### src/rtl/llc_req_sequencer.sv
// Upstream LLC request stage: FIFO-buffered trace commands presented one at a
// time, with hold-driven replay, local print handling and illegal-op filtering.
module llc_req_sequencer #(
  parameter int unsigned DEPTH      = 8,
  parameter int unsigned MAX_REPLAY = 4,
  parameter int unsigned IDLE_OP    = 7
) (
  input  logic        clk,
  input  logic        rst_n,
  input  logic        in_valid,
  output logic        in_ready,
  input  logic [3:0]  in_op,
  input  logic [31:0] in_addr,
  output logic [31:0] llc_addr,
  output logic [31:0] llc_op,
  input  logic [31:0] llc_hold,
  output logic        print_req,
  output logic        busy,
  output logic [31:0] issue_cnt,
  output logic [31:0] replay_cnt,
  output logic [31:0] drop_cnt,
  output logic        replay_err
);

  localparam int unsigned AW = $clog2(DEPTH);
  localparam int unsigned CW = AW + 1;
  localparam int unsigned RW = $clog2(MAX_REPLAY + 1);

  typedef enum logic [1:0] {IDLE, ISSUE, CHECK} state_t;

  state_t          state, state_next;
  logic [35:0]     mem [DEPTH];
  logic [AW-1:0]   wr_ptr, rd_ptr;
  logic [CW-1:0]   count, count_next;
  logic [RW-1:0]   rcnt;

  logic [3:0]      head_op;
  logic [31:0]     head_addr;
  logic            empty, push, pop;
  logic            head_req, head_print, head_rpl, hold_on;
  logic            replay, abandon, drop_inc;

  // Head classification and next-state decode
  always_comb begin
    state_next = state;
    pop        = 1'b0;
    replay     = 1'b0;
    abandon    = 1'b0;
    head_op    = mem[rd_ptr][35:32];
    head_addr  = mem[rd_ptr][31:0];
    empty      = (count == '0);
    push       = in_valid && in_ready;
    head_req   = (head_op <= 4'd6) || (head_op == 4'd8);
    head_print = (head_op == 4'd9);
    head_rpl   = (head_op == 4'd0) || (head_op == 4'd1) ||
                 (head_op == 4'd2) || (head_op == 4'd5);
    hold_on    = (llc_hold == 32'd1);
    case (state)
      IDLE: begin
        if (!empty) begin
          if (head_req) state_next = ISSUE;
          else          pop        = 1'b1;
        end
      end
      ISSUE: state_next = CHECK;
      CHECK: begin
        if (head_rpl && hold_on && (rcnt < RW'(MAX_REPLAY))) begin
          replay     = 1'b1;
          state_next = ISSUE;
        end else begin
          pop        = 1'b1;
          abandon    = head_rpl && hold_on;
          state_next = IDLE;
        end
      end
      default: state_next = IDLE;
    endcase
    drop_inc   = ((state == IDLE) && pop && !head_print) || abandon;
    count_next = count + CW'(push) - CW'(pop);
  end

  // FIFO storage needs no reset; pointers and count define validity
  always_ff @(posedge clk) begin
    if (push) mem[wr_ptr] <= {in_op, in_addr};
  end

  always_ff @(posedge clk) begin
    if (!rst_n) begin
      state      <= IDLE;
      wr_ptr     <= '0;
      rd_ptr     <= '0;
      count      <= '0;
      rcnt       <= '0;
      in_ready   <= 1'b0;
      busy       <= 1'b0;
      print_req  <= 1'b0;
      llc_op     <= 32'(IDLE_OP);
      llc_addr   <= '0;
      issue_cnt  <= '0;
      replay_cnt <= '0;
      drop_cnt   <= '0;
      replay_err <= 1'b0;
    end else begin
      state     <= state_next;
      count     <= count_next;
      in_ready  <= (count_next != CW'(DEPTH));
      busy      <= (count_next != '0) || (state_next != IDLE);
      print_req <= (state == IDLE) && pop && head_print;
      drop_cnt  <= drop_cnt + 32'(drop_inc);
      if (push) wr_ptr <= wr_ptr + AW'(1);
      if (pop)  rd_ptr <= rd_ptr + AW'(1);
      case (state)
        IDLE: begin
          if (state_next == ISSUE) begin
            llc_op   <= 32'(head_op);
            llc_addr <= head_addr;
            rcnt     <= '0;
          end
        end
        ISSUE: begin
          issue_cnt <= issue_cnt + 32'd1;
          llc_op    <= 32'(IDLE_OP);
        end
        CHECK: begin
          if (replay) begin
            llc_op     <= 32'(head_op);
            llc_addr   <= head_addr;
            rcnt       <= rcnt + RW'(1);
            replay_cnt <= replay_cnt + 32'd1;
          end
          if (abandon) replay_err <= 1'b1;
        end
        default: ;
      endcase
    end
  end

endmodule

### config.mk
export PLATFORM = sky130hd
export DESIGN_NAME = llc_req_sequencer
export DESIGN_NICKNAME = d
export VERILOG_FILES = /design/src/rtl/llc_req_sequencer.sv
export SDC_FILE = /design/constraint.sdc
export NUM_CORES = 1
export LEC_CHECK = 0
export BUFFER_PORTS_ARGS = -buffer_cell sky130_fd_sc_hd__buf_2
export CAP_MARGIN = 20
export CELL_PAD_IN_SITES_DETAIL_PLACEMENT = 1
export CELL_PAD_IN_SITES_GLOBAL_PLACEMENT = 1
export CORE_ASPECT_RATIO = 1.1
export CORE_MARGIN = 3
export CORE_UTILIZATION = 43
export DETAILED_ROUTE_END_ITERATION = 6
export HOLD_SLACK_MARGIN = 0.08
export PLACE_DENSITY_LB_ADDON = 0.1
export SLEW_MARGIN = 20
export SYNTH_ARGS = -nofsm -noshare
export SYNTH_HDL_FRONTEND = slang
export SYNTH_SLANG_ARGS = --single-unit
### constraint.sdc
create_clock -name clk -period 3.9 [get_ports clk]
set_input_delay 0.585 -clock clk [delete_from_list [all_inputs] [get_ports clk]]
set_output_delay 0.585 -clock clk [all_outputs]
set_load 0.005 [all_outputs]
==> results of run 1 <==
-- final cells by class --
type	instances	area, µm²	area share
clock buffers	64	1300	0.0614
flip-flops and latches	442	11700	0.555
multi-input cells	710	5780	0.273
repair buffers	247	1420	0.0670
diodes	1	2.50	0.000118
clock inverters	22	144	0.00681
well taps	553	692	0.0327
inverters	17	66.3	0.00314
-- worst max-delay path by stage --
| stage | slack, ns | start | cells past startpoint | end |
|---|---|---|---|---|
| after floorplan | 0.23 | in_valid | 2 | mem[1][0]$_DFFE_PP_ |
| final | 0.20 | flip-flop | 18 | busy$_SDFF_PN0_ |
| after global placement | 0.12 | llc_hold[3] | 13 | drop_cnt[26]$_SDFF_PN0_ |
| after CTS | 0.12 | flip-flop | 17 | busy$_SDFF_PN0_ |
| after detailed placement | 0.12 | llc_hold[3] | 13 | drop_cnt[26]$_SDFF_PN0_ |
| after global routing | -0.06 | flip-flop | 18 | busy$_SDFF_PN0_ |
-- registers in the layout, indices dropped and copies added (netlist names), 4 cells and up, named ones only --
signal and cells:
count 4, drop_cnt 32, issue_cnt 32, llc_addr 32, llc_op 4, mem 288
replay_cnt 32
-- cells by family after synthesis --
| group | synth area share |
|---|---|
| buf+inv | 0.0310 |
| mux | 0.126 |
| flops | 0.657 |
| simple gates | 0.108 |
| xor+xnor | 0.0250 |
| fa+ha+maj | 0.00953 |
| other cells | 0.000210 |
| compound gates | 0.0434 |
-- routing by layer --
layer | global-route usage | routed length, µm | vias up
li1 | - | - | 5102
met5 | 0 | 47 | -
met1 | 0.248 | 18700 | 5629
met4 | 0.0572 | 751 | 8
met2 | 0.350 | 22100 | 230
met3 | 0.0358 | 1940 | 65
-- per-stage QoR --
stage	setup slack [ns]	hold slack [ns]	setup TNS (ns)	utilization
after floorplan	0.230	0.441	0	-
after CTS	0.116	0.233	0	0.518
after global routing	-0.0611	0.271	-0.0647	0.521
final	0.200	0.281	0	0.521
after detailed placement	0.120	0.469	0	0.483
after global placement	0.117	0.454	0	0.483
-- report_power, final --
group	internal, W	switching, W	total (W)
Combinational	0.00125	0.00155	0.00280
Sequential	0.00531	0.000178	0.00549
Clock	0.00239	0.00179	0.00418
-- worst register-to-register path: stages, from the launching register on --
cell,delay (ns)
sky130_fd_sc_hd__dfxtp_4,0.41
sky130_fd_sc_hd__buf_6,0.15
sky130_fd_sc_hd__mux4_2,0.53
sky130_fd_sc_hd__mux2i_4,0.23
sky130_fd_sc_hd__buf_6,0.15
sky130_fd_sc_hd__a21o_1,0.15
sky130_fd_sc_hd__a211oi_1,0.10
sky130_fd_sc_hd__buf_4,0.17
sky130_fd_sc_hd__nor2_4,0.11
sky130_fd_sc_hd__inv_1,0.06
sky130_fd_sc_hd__ha_1,0.28
sky130_fd_sc_hd__inv_1,0.06
sky130_fd_sc_hd__ha_1,0.15
sky130_fd_sc_hd__inv_1,0.05
sky130_fd_sc_hd__fa_1,0.37
sky130_fd_sc_hd__xor2_1,0.20
sky130_fd_sc_hd__nand3b_1,0.14
sky130_fd_sc_hd__nor2_1,0.12
sky130_fd_sc_hd__a31oi_1,0.09
-- cells in the final DEF, fill, tap and decap left out, types with 23 or more instances in the layout --
| cell type | count |
|---|---|
| sky130_fd_sc_hd__xor2_1 | 28 |
| sky130_fd_sc_hd__nor2_1 | 71 |
| sky130_fd_sc_hd__conb_1 | 28 |
| sky130_fd_sc_hd__nand3_1 | 38 |
| sky130_fd_sc_hd__xnor2_1 | 23 |
| sky130_fd_sc_hd__nand2b_1 | 27 |
| sky130_fd_sc_hd__nor3_1 | 44 |
| sky130_fd_sc_hd__edfxtp_1 | 288 |
| sky130_fd_sc_hd__nand2_1 | 70 |
| sky130_fd_sc_hd__a21oi_1 | 30 |
| sky130_fd_sc_hd__mux4_2 | 72 |
| sky130_fd_sc_hd__dfxtp_1 | 151 |
| sky130_fd_sc_hd__buf_2 | 206 |
| sky130_fd_sc_hd__mux2i_1 | 56 |
| sky130_fd_sc_hd__buf_4 | 32 |
| sky130_fd_sc_hd__a211oi_1 | 33 |
| sky130_fd_sc_hd__clkbuf_16 | 46 |
-- repair_timing --
item / in CTS / in global routing
buffers inserted: 0 / 7
resized for setup: 0 / 12
hold buffers: 0 / 0
endpoints found under the setup margin: 0 / 8
==> summary.md, run 1 <==
| Metric | Value |
|---|---|
| Antenna-violating nets left | 0 |
| Largest net degree at the start of global routing | 78 |
| WHS Endpoint | mem[5][15]$_DFFE_PP_ |
| Worst Setup Path Type | reg -> reg |
| Most repeated cell in the gate-level netlist after synthesis | sky130_fd_sc_hd__edfxtp_1 |
| Synth warnings | 0 |
| Leakage power of the design | 7.52 nW |
| X dimension of the die | 200 µm |
| Num CTS Buffers | 46 |
| Top post-synthesis cells by area | sky130_fd_sc_hd__edfxtp_1, sky130_fd_sc_hd__dfxtp_1, sky130_fd_sc_hd__mux4_2 |
| Final-report max-slew violation count | 0 |
| Register area share after synthesis | 0.657 |
| Critical path fanouts, max | 5 |
| Post-Synthesis Mean Instance Area | 14.5 µm² |
| Minimum clock period | 3.70 ns |
| CP top delay family | adder cells |
| Arrival @ worst endpoint | 4.11 ns |
| Fin nets | 1548 |
| Root cell of the clock tree | sky130_fd_sc_hd__clkbuf_16 |
| I/O Buffers | 206 |
| WL final | 43.6 mm |
| Area of the die | 0.0440 mm² |
| Area of the core | 0.0406 mm² |
| Hold Crit Depth | 1 |
| Number of placed instances, taps included | 1962 |
| Cell seen most often among critical-path stages | sky130_fd_sc_hd__inv_1 |
| Routed vias | 11000 |
| Clk_lat worst skew | 0.58 ns |
| Power consumption | about 0.012 W |
| Detail-routed net length per standard cell | ~21 µm |
| Hold path start | in_addr[15] |
| Remaining design rule violation count | 0 |
| Worst reg2reg setup slack | 0.20 ns |
| Post-layout instance area | 0.0211 mm² |
| Routed vias/inst | 5.37 |
| Number of flops mapped to enable cells by yosys | 288 |
| Clock tree from TritonCTS | built |
| Synth cell count leaders | sky130_fd_sc_hd__edfxtp_1, sky130_fd_sc_hd__dfxtp_1, sky130_fd_sc_hd__nor2_1, sky130_fd_sc_hd__mux4_2, sky130_fd_sc_hd__nand2_1 |
| Placed cell area | ~0.020 mm² |
| Share of final-layout standard cells stronger than drive strength 1 | 0.274 |
| Maximum cell stage delay along the critical path | 0.53 ns |
| Relative slew margins | 0.357 |
| Weighted congestion at the end of routability-driven global placement | slightly below 0.8 |
| Max clock buf depth | 3 |
| Maximum clock frequency | 270 MHz |
| Detailed Place HPWL | around 27 mm |
| Clock tree sinks | 442 |
| Flops & latches, synth | 442 |
| Actual slew at the worst max-slew pin | 0.965 ns |
| Worst-case clock skew | 0.0254 ns |
| Standard-cell row count | 77 |
| Element type at the critical path end | flip-flop |
| # setup viols final | 0 |
| Max H-tree Level | 2 |
| Crit path cell chain | buf_6, mux4_2, mux2i_4, buf_6, a21o_1, a211oi_1, buf_4, nor2_4, inv_1, ha_1, inv_1, ha_1, inv_1, fa_1, xor2_1, nand3b_1, nor2_1, a31oi_1 |
| Cells on worst reg2reg path | 18 |
| Bufs and invs on worst path | 6 |
| Max rail drop VDD | between 0.4 and 0.5 mV |
| Synthesized instance count | 1234 |
| Share of the cycle needed by the critical path after routing | 0.949 |
| Residual overflow from global routing | 0 |
| Total power density per cell area | 590 mW/mm² |
| Initial antenna violation count | 5 |
| Overall die height | about 220 µm |
| Capture point of the worst reg-to-reg path | busy$_SDFF_PN0_ |
| Area of the mapped netlist | ~0.018 mm² |
| Cell type with the highest aggregate area in the netlist | sky130_fd_sc_hd__edfxtp_1 |
| Global-route wire length before repair | 67.7 mm |
| Data required, critical path | 4.30 ns |
| Post-synth ARST share | 0 |
| Clock-pin slew reported for the worst setup and hold paths after clock tree synthesis | 0.06 ns |
| Number of optimization iterations in the first detailed-route pass | 4 |
| Launching element type of the critical path | flip-flop |
| RSZ-0062 raised after global routing | yes |
| Final cell count without fillers | 2056 |
| Total Routing Usage GR | 0.196 |
| Number of endpoints with negative hold slack in the final report | 0 |
| Status | finished clean |
| Min-Delay Path Class | in -> reg |
| Violation count after the first detailed-routing iteration | 497 |
| Cell type of the slowest stage on the worst timing path | sky130_fd_sc_hd__mux4_2 |
| Vias in the first global route | 11700 |
| Flip-flop cell with the highest count after synthesis | sky130_fd_sc_hd__edfxtp_1 |
| Share of Yosys cell area claimed by the top area cell type | 0.484 |
| Max-cap violation count | 0 |
| Post-synth cell types | 60 |
| Filler cell count | 4054 |
| Area Growth Syn to Fin | 18.4% |
| Number of top-level design ports | between 200 and 250 |
| Effective utilization at floorplan | 0.440 |
(Power assumes the default switching activity.)
==> run 2, diff against run 1 <==
--- a/config.mk
+++ b/config.mk
@@ -5,16 +5,18 @@
 export SDC_FILE = /design/constraint.sdc
 export NUM_CORES = 1
 export LEC_CHECK = 0
+export ABC_AREA = 1
 export BUFFER_PORTS_ARGS = -buffer_cell sky130_fd_sc_hd__buf_2
 export CAP_MARGIN = 20
 export CELL_PAD_IN_SITES_DETAIL_PLACEMENT = 1
 export CELL_PAD_IN_SITES_GLOBAL_PLACEMENT = 1
 export CORE_ASPECT_RATIO = 1.1
 export CORE_MARGIN = 3
-export CORE_UTILIZATION = 43
+export CORE_UTILIZATION = 41
 export DETAILED_ROUTE_END_ITERATION = 6
 export HOLD_SLACK_MARGIN = 0.08
 export PLACE_DENSITY_LB_ADDON = 0.1
+export RECOVER_POWER = 50
 export SLEW_MARGIN = 20
 export SYNTH_ARGS = -nofsm -noshare
 export SYNTH_HDL_FRONTEND = slang
==> run 2 against run 1 <==
Effect of this change:
- die area increased by 9.6%
- area after synthesis increased by 4.8%
- final area increased by 3.4%
- via count increased by 28%
- largest power group unchanged
- total power increased by 8.3%
==> summary.md, run 2 <==
| Metric | Value |
|---|---|
| Maximum clock frequency | 293 MHz (+8.3%) |
| CTS Hold Bufs | 0 (unchanged) |
| Maximum cell stage delay along the critical path | 0.50 ns (-0.03 ns) |
| Register area share after synthesis | 0.627 (-0.0301) |
| Initial antenna violation count | 3 (-2) |
| Area of the die | 0.0482 mm² (+9.6%) |
| Area Growth Syn to Fin | 16.8% |
| Actual slew at the worst max-slew pin | 1.29 ns (+0.324 ns) |
| Weighted congestion at the end of routability-driven global placement | 0.781 (-1.6%) |
| Power consumption | 0.0135 W (+8.3%) |
| Bufs and invs on worst path | 5 (-1) |
| Violation count after the first detailed-routing iteration | 804 (+62%) |
| Worst Setup Path Type | reg -> reg |
| Standard-cell row count | 81 (+5.2%) |
| Max-cap violation count | 0 (unchanged) |
| Min-Delay Path Class | in -> reg |
| Root cell of the clock tree | sky130_fd_sc_hd__clkbuf_16 |
| Share of the cycle needed by the critical path after routing | 0.876 (-0.0726) |
| I/O Buffers | 206 (unchanged) |
| Total power density per cell area | 617 mW/mm² (+4.7%) |
| Routed vias/inst | 5.25 (-2.2%) |
| Critical path fanouts, max | 20 (+15) |
| Minimum clock period | 3.42 ns (-0.283 ns) |
| Status | finished clean |
| Top library cells by usage in the layout, fill and taps aside | sky130_fd_sc_hd__nand2_1, sky130_fd_sc_hd__edfxtp_1, sky130_fd_sc_hd__nor2_1 |
| Final hold slack | 0.352 ns (+0.0704 ns) |
| Routed vias | 14100 (+28%) |
| Share of final-layout standard cells stronger than drive strength 1 | 0.132 (-0.142) |
| Fin nets | 2147 (+39%) |
| Residual overflow from global routing | 0 (unchanged) |
| Area of the mapped netlist | 0.0187 mm² (+4.8%) |
| Vias in the first global route | 14500 (+24%) |
| Num CTS Buffers | 49 (+6.5%) |
| # setup viols final | 0 (unchanged) |
| Number of optimization iterations in the first detailed-route pass | 5 (+1) |
| Worst-case clock skew | 0.0118 ns (-0.0136 ns) |
| Post-synth cell types | 43 (-28%) |
| Launching element type of the critical path | flip-flop |
| Crit path cell chain | inv_4, nand2_1, nand3_1, nand2_1, nand2_1, nand2_1, nand2_1, nand2_2, nand3_1, nand2_1, nand2_1, ha_1, inv_1, ha_1, inv_1, fa_1, inv_1, nor3_1, inv_1, a211oi_1, nand2_1 |
| Post-Synthesis Mean Instance Area | 10.1 µm² (-31%) |
| Met1 track demand over resource in global routing | 0.280 (+0.0324) |
| Synth cell count leaders | sky130_fd_sc_hd__nand2_1, sky130_fd_sc_hd__edfxtp_1, sky130_fd_sc_hd__nor2_1, sky130_fd_sc_hd__a21oi_1, sky130_fd_sc_hd__dfxtp_1 |
| Relative slew margins | 0.138 (-0.219) |
| Top post-synthesis cells by area | sky130_fd_sc_hd__edfxtp_1, sky130_fd_sc_hd__dfxtp_1, sky130_fd_sc_hd__nand2_1 |
| Met2 routing resource usage after global routing | 0.365 (+0.0155) |
| Final-report max-slew violation count | 0 (unchanged) |
| Cells on worst reg2reg path | 21 (+3) |
| Arrival @ worst endpoint | 3.88 ns (-0.23 ns) |
| Overall die height | 230 µm (+4.7%) |
| Cell type of the slowest stage on the worst timing path | sky130_fd_sc_hd__fa_1 |
| X dimension of the die | 210 µm (+4.7%) |
| Remaining design rule violation count | 0 (unchanged) |
| Share of Yosys cell area claimed by the top area cell type | 0.462 (-0.0222) |
| Clock tree from TritonCTS | built |
| Global-route wire length before repair | 81.3 mm (+20%) |
| Total Routing Usage GR | 0.211 (+0.0144) |
| Data required, critical path | 4.37 ns (+0.07 ns) |
| Effective utilization at floorplan | 0.418 (-0.0225) |
| RSZ-0062 raised after global routing | no |
| Post-synth ARST share | 0 (unchanged) |
| Clock-pin slew reported for the worst setup and hold paths after clock tree synthesis | 0.06 ns (about the same) |
| End point of the critical path | busy$_SDFF_PN0_ |
| Most common cell after layout, fill and taps aside | sky130_fd_sc_hd__nand2_1 |
| Largest net degree at the start of global routing | 93 (+19%) |
| Synthesized instance count | 1861 (+51%) |
| Synth warnings | 0 (unchanged) |
| Number of gates given a new drive strength after cts | 0 (unchanged) |
| Max rail drop VDD | 0.390 mV (-5.9%) |
| Critical Path Stages | 21 (+3) |
| Worst reg2reg setup slack | 0.48 ns (+0.28 ns) |
| Detail-routed net length per standard cell | 19.3 µm (-8.8%) |
| Register name with the most flops | mem |
| Flops & latches, synth | 442 (unchanged) |
| CP top delay family | simple AND/OR/NAND/NOR gates |
| Flip-flop count of the largest register, all copies and words added | 288 (unchanged) |
| Post-CTS setup-driven buffer insertion count | 0 (unchanged) |
| Detailed Place HPWL | 32.1 mm (+17%) |
| Area of the core | 0.0448 mm² (+10%) |
| Number of endpoints with negative hold slack in the final report | 0 (unchanged) |
| Max clock buf depth | 3 (unchanged) |
| Number of top-level design ports | 235 (unchanged) |
| Cell type with the highest aggregate area in the netlist | sky130_fd_sc_hd__edfxtp_1 |
| Number of flops mapped to enable cells by yosys | 288 (unchanged) |
| Clk_lat worst skew | 0.59 ns (about the same) |
| Most repeated cell in the gate-level netlist after synthesis | sky130_fd_sc_hd__nand2_1 |
| Flip-flop cell with the highest count after synthesis | sky130_fd_sc_hd__edfxtp_1 |
| Max H-tree Level | 2 (unchanged) |
| Grt peak-use layer | met2 |
| Clock tree sinks | 442 (unchanged) |
| Met3 track utilization from global routing | 0.0393 (+0.00354) |
| Leakage power of the design | 8.29 nW (+10%) |
| WL final | 51.9 mm (+19%) |
| Antenna-violating nets left | 0 (unchanged) |
| Final TNS setup | 0 ns (unchanged) |
| Cell seen most often among critical-path stages | sky130_fd_sc_hd__nand2_1 |
| Element type at the critical path end | flip-flop |
| Capture point of the worst reg-to-reg path | busy$_SDFF_PN0_ |
-- run 2: changes by cell type after synthesis, sizes merged, moves of 32 or more --
cell	before	now
nor2	79	206
inv	17	131
a221oi	0	64
mux4	72	0
nand2	70	395
a21oi	30	195
a211oi	33	1
mux2i	60	0
o21ai	20	64
-- run 2: worst reg2reg max path, cell delays in order (launching register included) --
cell and delay, ns:
sky130_fd_sc_hd__dfxtp_4 0.49, sky130_fd_sc_hd__inv_4 0.15, sky130_fd_sc_hd__nand2_1 0.09, sky130_fd_sc_hd__nand3_1 0.08
sky130_fd_sc_hd__nand2_1 0.07, sky130_fd_sc_hd__nand2_1 0.05, sky130_fd_sc_hd__nand2_1 0.11, sky130_fd_sc_hd__nand2_1 0.11
sky130_fd_sc_hd__nand2_2 0.11, sky130_fd_sc_hd__nand3_1 0.10, sky130_fd_sc_hd__nand2_1 0.10, sky130_fd_sc_hd__nand2_1 0.13
sky130_fd_sc_hd__ha_1 0.30, sky130_fd_sc_hd__inv_1 0.05, sky130_fd_sc_hd__ha_1 0.15, sky130_fd_sc_hd__inv_1 0.06
sky130_fd_sc_hd__fa_1 0.50, sky130_fd_sc_hd__inv_1 0.05, sky130_fd_sc_hd__nor3_1 0.18, sky130_fd_sc_hd__inv_1 0.08
sky130_fd_sc_hd__a211oi_1 0.26, sky130_fd_sc_hd__nand2_1 0.10
-- run 2: layer usage --
layer / routed length (µm) / up-vias
met3: 2200 / 41
met1: 23700 / 7042
met4: 517 / 2
met2: 25500 / 244
li1: - / 6769
met5: 20 / -
-- run 2: cells by family after synthesis --
kind of cell             count (synthesis)  synth area share
AO/OA/AOI/OAI                          332             0.103
flip-flops                             442             0.627
AND/OR/NAND/NOR                        783             0.181
adder cells (fa/ha/maj)                 13           0.00909
XOR/XNOR                                46            0.0215
buffers and inverters                  244            0.0589
other                                    1          0.000200
-- run 2: layout make-up --
cell class | instances | area (µm²)
flip-flops and latches | 442 | 11700
inverters | 132 | 500
multi-input cells | 1202 | 6010
clock buffers | 67 | 1360
clock inverters | 25 | 388
well taps | 581 | 727
diodes | 2 | 5.00
fillers | 5083 | 22900
repair buffers | 236 | 1130
-- run 2: worst min path at each step --
stage / depth (start not counted) / to / slack (ns) / startpoint
2_1_floorplan: 2 / replay_err$_SDFFE_PN0P_ / 0.45 / replay_err$_SDFFE_PN0P_
3_3_place_gp: 2 / replay_err$_SDFFE_PN0P_ / 0.46 / replay_err$_SDFFE_PN0P_
3_5_place_dp: 2 / replay_err$_SDFFE_PN0P_ / 0.45 / replay_err$_SDFFE_PN0P_
4_1_cts: 1 / mem[7][5]$_DFFE_PP_ / 0.23 / in_addr[5]
5_1_grt: 1 / mem[4][5]$_DFFE_PP_ / 0.33 / in_addr[5]
6_report: 1 / mem[5][8]$_DFFE_PP_ / 0.35 / in_addr[8]
-- run 2: per-stage QoR --
step / instances / util / area, µm² / setup WS (ns)
after floorplan: 1888 / - / 18800 / 0.876
after global placement: 2593 / 0.452 / 20300 / 0.345
after detailed placement: 2593 / 0.452 / 20300 / 0.131
after CTS: 2685 / 0.491 / 22000 / 0.179
after global routing: 2685 / 0.488 / 21900 / 0.0404
final: 2687 / 0.488 / 21900 / 0.483
-- run 2: report_power, final --
group / internal (W) / switching [W] / leakage [nW]
registers: 0.00533 / 0.000171 / 3.85
clock network: 0.00306 / 0.00192 / 0.852
logic: 0.000960 / 0.00205 / 3.58
